===== config.mk =====
export PLATFORM = sky130hd
export DESIGN_NAME = ap_chain_master
export DESIGN_NICKNAME = d
export VERILOG_FILES = /design/src/rtl/ap_chain_master.sv
export SDC_FILE = /design/constraint.sdc
export NUM_CORES = 1
export LEC_CHECK = 0
export ABC_AREA = 1
export BUFFER_PORTS_ARGS = -buffer_cell sky130_fd_sc_hd__buf_2
export CORE_MARGIN = 1
export CORE_UTILIZATION = 60
export CTS_CLUSTER_SIZE = 28
export DETAILED_ROUTE_END_ITERATION = 10
export PLACE_DENSITY = 0.83
export SYNTH_ARGS = -nofsm -noshare
export SYNTH_HDL_FRONTEND = slang
export SYNTH_SLANG_ARGS = --single-unit

===== constraint.sdc =====
create_clock -name clk -period 3.7 [get_ports clk]
set_input_delay 0.74 -clock clk [delete_from_list [all_inputs] [get_ports clk]]
set_output_delay 0.74 -clock clk [all_outputs]
set_load 0.005 [all_outputs]

===== src/rtl/ap_chain_master.sv =====
// rtl/ap_chain_master.sv - ap_ctrl_chain initiator: issues N kernel runs, acks every done, watchdog + protocol checks
module ap_chain_master #(
    parameter int CNT_WIDTH       = 16,
    parameter int MAX_OUTSTANDING = 2,
    parameter int TO_WIDTH        = 32
) (
    input  logic                 clk,
    input  logic                 rst_n,
    input  logic                 cfg_start,
    input  logic [CNT_WIDTH-1:0] cfg_num_runs,
    input  logic [TO_WIDTH-1:0]  cfg_timeout,
    input  logic                 cfg_abort,
    output logic                 k_ap_start,
    output logic                 k_ap_continue,
    input  logic                 k_ap_ready,
    input  logic                 k_ap_done,
    input  logic                 k_ap_idle,
    output logic                 busy,
    output logic                 seq_done,
    output logic [CNT_WIDTH-1:0] runs_issued,
    output logic [CNT_WIDTH-1:0] runs_completed,
    output logic                 err_timeout,
    output logic                 err_protocol
);

    localparam logic [2:0] S_IDLE  = 3'd0;
    localparam logic [2:0] S_ISSUE = 3'd1;
    localparam logic [2:0] S_DRAIN = 3'd2;
    localparam logic [2:0] S_DONE  = 3'd3;
    localparam logic [2:0] S_ERROR = 3'd4;

    logic [2:0]           state_q, state_d;
    logic [CNT_WIDTH-1:0] num_runs_q, num_runs_d;
    logic [TO_WIDTH-1:0]  timeout_q, timeout_d;
    logic [CNT_WIDTH-1:0] issued_q, issued_d;
    logic [CNT_WIDTH-1:0] completed_q, completed_d;
    logic [TO_WIDTH-1:0]  wdog_q, wdog_d;
    logic                 start_q, start_d;
    logic                 cont_q, cont_d;
    logic                 done_seen_q, done_seen_d;
    logic                 seq_done_q, seq_done_d;
    logic                 err_to_q, err_to_d;
    logic                 err_pr_q, err_pr_d;

    logic                 start_hs, done_hs;
    logic [CNT_WIDTH-1:0] issued_n, completed_n, outstanding_n;
    logic [TO_WIDTH-1:0]  wdog_inc;

    always_comb begin
        state_d     = state_q;
        num_runs_d  = num_runs_q;
        timeout_d   = timeout_q;
        issued_d    = issued_q;
        completed_d = completed_q;
        wdog_d      = wdog_q;
        start_d     = start_q;
        cont_d      = cont_q;
        done_seen_d = done_seen_q;
        seq_done_d  = 1'b0;
        err_to_d    = err_to_q;
        err_pr_d    = err_pr_q;

        start_hs      = start_q && k_ap_ready;
        done_hs       = cont_q && k_ap_done;
        issued_n      = issued_q + CNT_WIDTH'(start_hs);
        completed_n   = completed_q + CNT_WIDTH'(done_hs);
        outstanding_n = issued_n - completed_n;
        wdog_inc      = wdog_q + 1'b1;

        case (state_q)
            S_IDLE: begin
                start_d     = 1'b0;
                cont_d      = 1'b0;
                done_seen_d = 1'b0;
                if (cfg_start) begin
                    num_runs_d  = cfg_num_runs;
                    timeout_d   = cfg_timeout;
                    issued_d    = '0;
                    completed_d = '0;
                    wdog_d      = '0;
                    err_to_d    = 1'b0;
                    err_pr_d    = 1'b0;
                    if (cfg_num_runs == '0) begin
                        state_d = S_DONE;
                    end else begin
                        state_d = S_ISSUE;
                        start_d = 1'b1;
                    end
                end
            end
            S_ISSUE, S_DRAIN: begin
                issued_d    = issued_n;
                completed_d = completed_n;
                // done is registered once, then continue follows; a held done re-arms only after the ack edge
                done_seen_d = k_ap_done && !done_seen_q && !cont_q;
                cont_d      = cont_q ? !done_hs : done_seen_q;
                wdog_d      = (start_hs || done_hs) ? '0 : wdog_inc;
                start_d     = (state_q == S_ISSUE) && (issued_n < num_runs_q)
                              && (outstanding_n < CNT_WIDTH'(MAX_OUTSTANDING));
                if (state_q == S_ISSUE && issued_n == num_runs_q) begin
                    state_d = S_DRAIN;
                end
                if (state_q == S_DRAIN && completed_q == num_runs_q && k_ap_idle) begin
                    state_d = S_DONE;
                end
                if (k_ap_done && issued_q == completed_q) begin
                    err_pr_d    = 1'b1;
                    state_d     = S_ERROR;
                    start_d     = 1'b0;
                    cont_d      = 1'b0;
                    done_seen_d = 1'b0;
                end else if (timeout_q != '0 && !start_hs && !done_hs && wdog_inc == timeout_q) begin
                    err_to_d    = 1'b1;
                    state_d     = S_ERROR;
                    start_d     = 1'b0;
                    cont_d      = 1'b0;
                    done_seen_d = 1'b0;
                end
            end
            S_DONE: begin
                seq_done_d = 1'b1;
                state_d    = S_IDLE;
            end
            S_ERROR: begin
                start_d     = 1'b0;
                cont_d      = 1'b0;
                done_seen_d = 1'b0;
            end
            default: begin
                state_d = S_IDLE;
            end
        endcase

        // abort freezes counters and flags exactly as they stood
        if (cfg_abort) begin
            state_d     = S_IDLE;
            num_runs_d  = num_runs_q;
            timeout_d   = timeout_q;
            issued_d    = issued_q;
            completed_d = completed_q;
            wdog_d      = wdog_q;
            start_d     = 1'b0;
            cont_d      = 1'b0;
            done_seen_d = 1'b0;
            seq_done_d  = 1'b0;
            err_to_d    = err_to_q;
            err_pr_d    = err_pr_q;
        end
    end

    always_ff @(posedge clk or negedge rst_n) begin
        if (!rst_n) begin
            state_q     <= S_IDLE;
            num_runs_q  <= '0;
            timeout_q   <= '0;
            issued_q    <= '0;
            completed_q <= '0;
            wdog_q      <= '0;
            start_q     <= 1'b0;
            cont_q      <= 1'b0;
            done_seen_q <= 1'b0;
            seq_done_q  <= 1'b0;
            err_to_q    <= 1'b0;
            err_pr_q    <= 1'b0;
        end else begin
            state_q     <= state_d;
            num_runs_q  <= num_runs_d;
            timeout_q   <= timeout_d;
            issued_q    <= issued_d;
            completed_q <= completed_d;
            wdog_q      <= wdog_d;
            start_q     <= start_d;
            cont_q      <= cont_d;
            done_seen_q <= done_seen_d;
            seq_done_q  <= seq_done_d;
            err_to_q    <= err_to_d;
            err_pr_q    <= err_pr_d;
        end
    end

    assign k_ap_start     = start_q;
    assign k_ap_continue  = cont_q;
    assign busy           = (state_q == S_ISSUE) || (state_q == S_DRAIN);
    assign seq_done       = seq_done_q;
    assign runs_issued    = issued_q;
    assign runs_completed = completed_q;
    assign err_timeout    = err_to_q;
    assign err_protocol   = err_pr_q;

endmodule

==> results.json <==
{
  "path_clk_slew_ps": 50,
  "cts_tree": "built",
  "worst_setup_path_end_kind": "register",
  "htreeDepth": 4,
  "gr-usage-met3_pct": 6.06,
  "cp_max_fo": 4,
  "stdcell_count": 1631,
  "port_buffers": 92,
  "synth_edf_count": 0,
  "cp_slowest_stage_delay_ps": 430,
  "design.core.area_mm2": 0.0146,
  "cts_buffer_depth": 2,
  "drt_iter0_drc": 704,
  "wl_mm": 26.8,
  "grt_pass1_vias": 9145,
  "syn-cell-area_mm2": 0.00897,
  "cp_cell_sequence": "nand2_1, inv_2, ha_1, nand2_1, nor2_1, buf_4, nand4_1, nor2_4, xor2_1, inv_1, ha_1, a21oi_1, nand2_1, nand3_1, nand3_1, nor2_1, nand4_1, nor2_1, nand2_1, nor2_1, nand3_1, nor2_1, nand4_1, o21bai_1",
  "drv_slew": 0,
  "grt_overflow_total": 0,
  "ys_top_cells_by_area": "dfrtp_1 34%, nand2_1 16%, inv_1 7.9%, nor2_1 6.6%, nand3_1 4.9%",
  "leakage_nw": 5.43,
  "clock.fmax_mhz": 287,
  "area_growth_pct": 16.5,
  "cp-startpoint": "k_ap_start",
  "cts_made_buffers": 17,
  "synth_top_area_share_pct": 33.7,
  "required_ps": 4040,
  "grt_max_degree": 62,
  "busiest_layer": "met2",
  "die_y_um": 124,
  "cts_root_buffer": "clkbuf_16",
  "slew_headroom_pct": 40.7,
  "setup_viol": 0,
  "place.gp.congestion": 0.993,
  "wl_per_cell_um": 16.5,
  "outcome": "finished clean",
  "placed_cells_incl_taps": 1599,
  "startpoint_type": "register",
  "synthCells": 1320,
  "ys_types": 42,
  "grt_usage_pct": 35.8,
  "synth.most_common_cell": "nand2_1",
  "start_util_pct": 61.5,
  "boundaryPins": 93,
  "holdWs_ps": 398,
  "nNetsFinal": 1523,
  "powerDensity_mw_per_mm2": 561,
  "reg2reg_from": "k_ap_start",
  "drcViolationCount": 0,
  "arrival_ps": 3830,
  "synth_nets": 1408,
  "synth_top_area_cell": "dfrtp_1",
  "synth-seq-area-share_pct": 33.7,
  "grt_use_met1_pct": 43.0,
  "drv_cap": 0,
  "die_w_um": 124,
  "syn_area_per_cell_um2": 6.80,
  "hpwl_mm": 20.3,
  "fin_crit_sh_pct": 94.3,
  "hold_viol": 0,
  "tightest_slew_ps": 889,
  "utilization_pct": 71.7,
  "first_pass_iters": 5,
  "synthArstFlopShare_pct": 100,
  "hp-class": "primary input to async pin",
  "skew_ps": 8.53,
  "crit_path_frequent_cell": "nor2_1",
  "ys_warn_count": 0,
  "grt_pass1_wl_mm": 44.0,
  "max-vdd-ir-drop_v": 0.000379,
  "min_period_ps": 3490,
  "die_area_mm2": 0.0155,
  "clock_latency_ps": 420,
  "viasPerCell": 5.71,
  "ys.flop_type": "dfrtp_1",
  "hold_buffers": 0,
  "rows": 44,
  "num_vias": 9317,
  "slowest_stage": "dfrtp_2",
  "antenna_found_initial": 0,
  "setup_tns_ps": 0,
  "drive_above_1_share_pct": 14.9,
  "cts_sinks": 121,
  "ant_nets": 0,
  "ys_top_cells_by_count": "374 x nand2_1, 189 x inv_1, 158 x nor2_1",
  "setup.worst_path.class": "register to register",
  "antenna_cells": 0,
  "use_met2_pct": 58.0,
  "yosys_register_bits": 121
}
-- stage by stage --
stage                     power, mW  area, um2  worst slack (ps)
after CTS                      5.84      10400               235
after floorplan                3.42       8970               331
final                          5.86      10500               211
after detailed placement       4.10       9810             -80.3
after global placement         4.03       9810              30.6
after global routing           6.25      10500             -21.2
-- flip-flops by register name, indices dropped and copies added, names as in the netlist --
signal and count:
runs_completed 16, err_timeout 1, timeout_q 32, k_ap_start 1, err_protocol 1, wdog_q 32
num_runs_q 16, k_ap_continue 1, state_q 3, done_seen_q 1, runs_issued 16, seq_done 1
-- power breakdown --
part,internal (mW),total [mW],switching [mW]
Combinational,0.806,2.17,1.36
Clock,1.13,1.73,0.598
Sequential,1.64,1.97,0.324
-- layout make-up --
class,instances,area [um2]
Sequential cell,121,3030
Clock inverter,9,148
Timing Repair Buffer,122,713
Tap cell,184,230
Inverter,195,732
Multi-Input combinational cell,978,5150
Clock buffer,22,454
Fill cell,1221,4130
-- critical path, delay by kind of cell, from the launching register on --
| kind | cells | cell delay, ps |
|---|---|---|
| buf+inv | 3 | 330 |
| flops | 1 | 430 |
| simple gates | 16 | 1660 |
| fa+ha+maj | 2 | 490 |
| xor+xnor | 1 | 210 |
| compound gates | 2 | 290 |
-- routing by layer --
layer,vias to the layer above,wire length (um),share of wire [%]
met4,0,1860,6.9
met5,-,0,0
met2,386,12700,47
met3,112,1520,5.7
li1,4495,-,-
met1,4324,10800,40
-- path summary, 6_finish.rpt --
check	end	slack (ps)	cells past startpoint
worst max register to register	k_ap_start	210	24
worst max-delay path	k_ap_start	210	24
min in group clk	num_runs_q[5]	520	2
worst min register to register	num_runs_q[5]	520	2
worst min-delay path	wdog_q[8]	400	1
max in group asynchronous	wdog_q[31]	2520	2
-- cells by family after synthesis --
| kind of cell | Yosys count | synth area share, % |
|---|---|---|
| muxes | 19 | 2.38 |
| AOI/OAI and AO/OA | 137 | 8.77 |
| buffers and inverters | 221 | 9.35 |
| xor gates and xnor gates | 43 | 4.35 |
| adders and majority gates | 33 | 4.68 |
| and+or+nand+nor | 746 | 36.7 |
| DFF | 121 | 33.7 |
-- repair_timing --
| item | 4_1_cts | 5_1_grt |
|---|---|---|
| buffers inserted | 0 | 1 |
| resized for setup | 0 | 11 |
| setup endpoints to repair | 0 | 3 |
-- placed cells by master, fill, tap and decap left out, drive strengths merged, types with 2 or more instances in the layout --
| cell type | instances |
|---|---|
| o21ai | 41 |
| a22o | 2 |
| dfrtp | 121 |
| nand2 | 385 |
| buf | 122 |
| nand4 | 35 |
| ha | 32 |
| nor3 | 28 |
| nor2 | 175 |
| xnor2 | 12 |
| o211ai | 2 |
| or2 | 2 |
| nor4 | 7 |
| bufinv | 4 |
| mux2 | 19 |
| o22ai | 51 |
| xor2 | 30 |
| nand3b | 22 |
| clkinv | 4 |
| o31ai | 2 |
| nand3 | 91 |
| a21oi | 33 |
| clkbuf | 22 |
| inv | 195 |
| o21bai | 3 |
(Power assumes the default switching activity.)
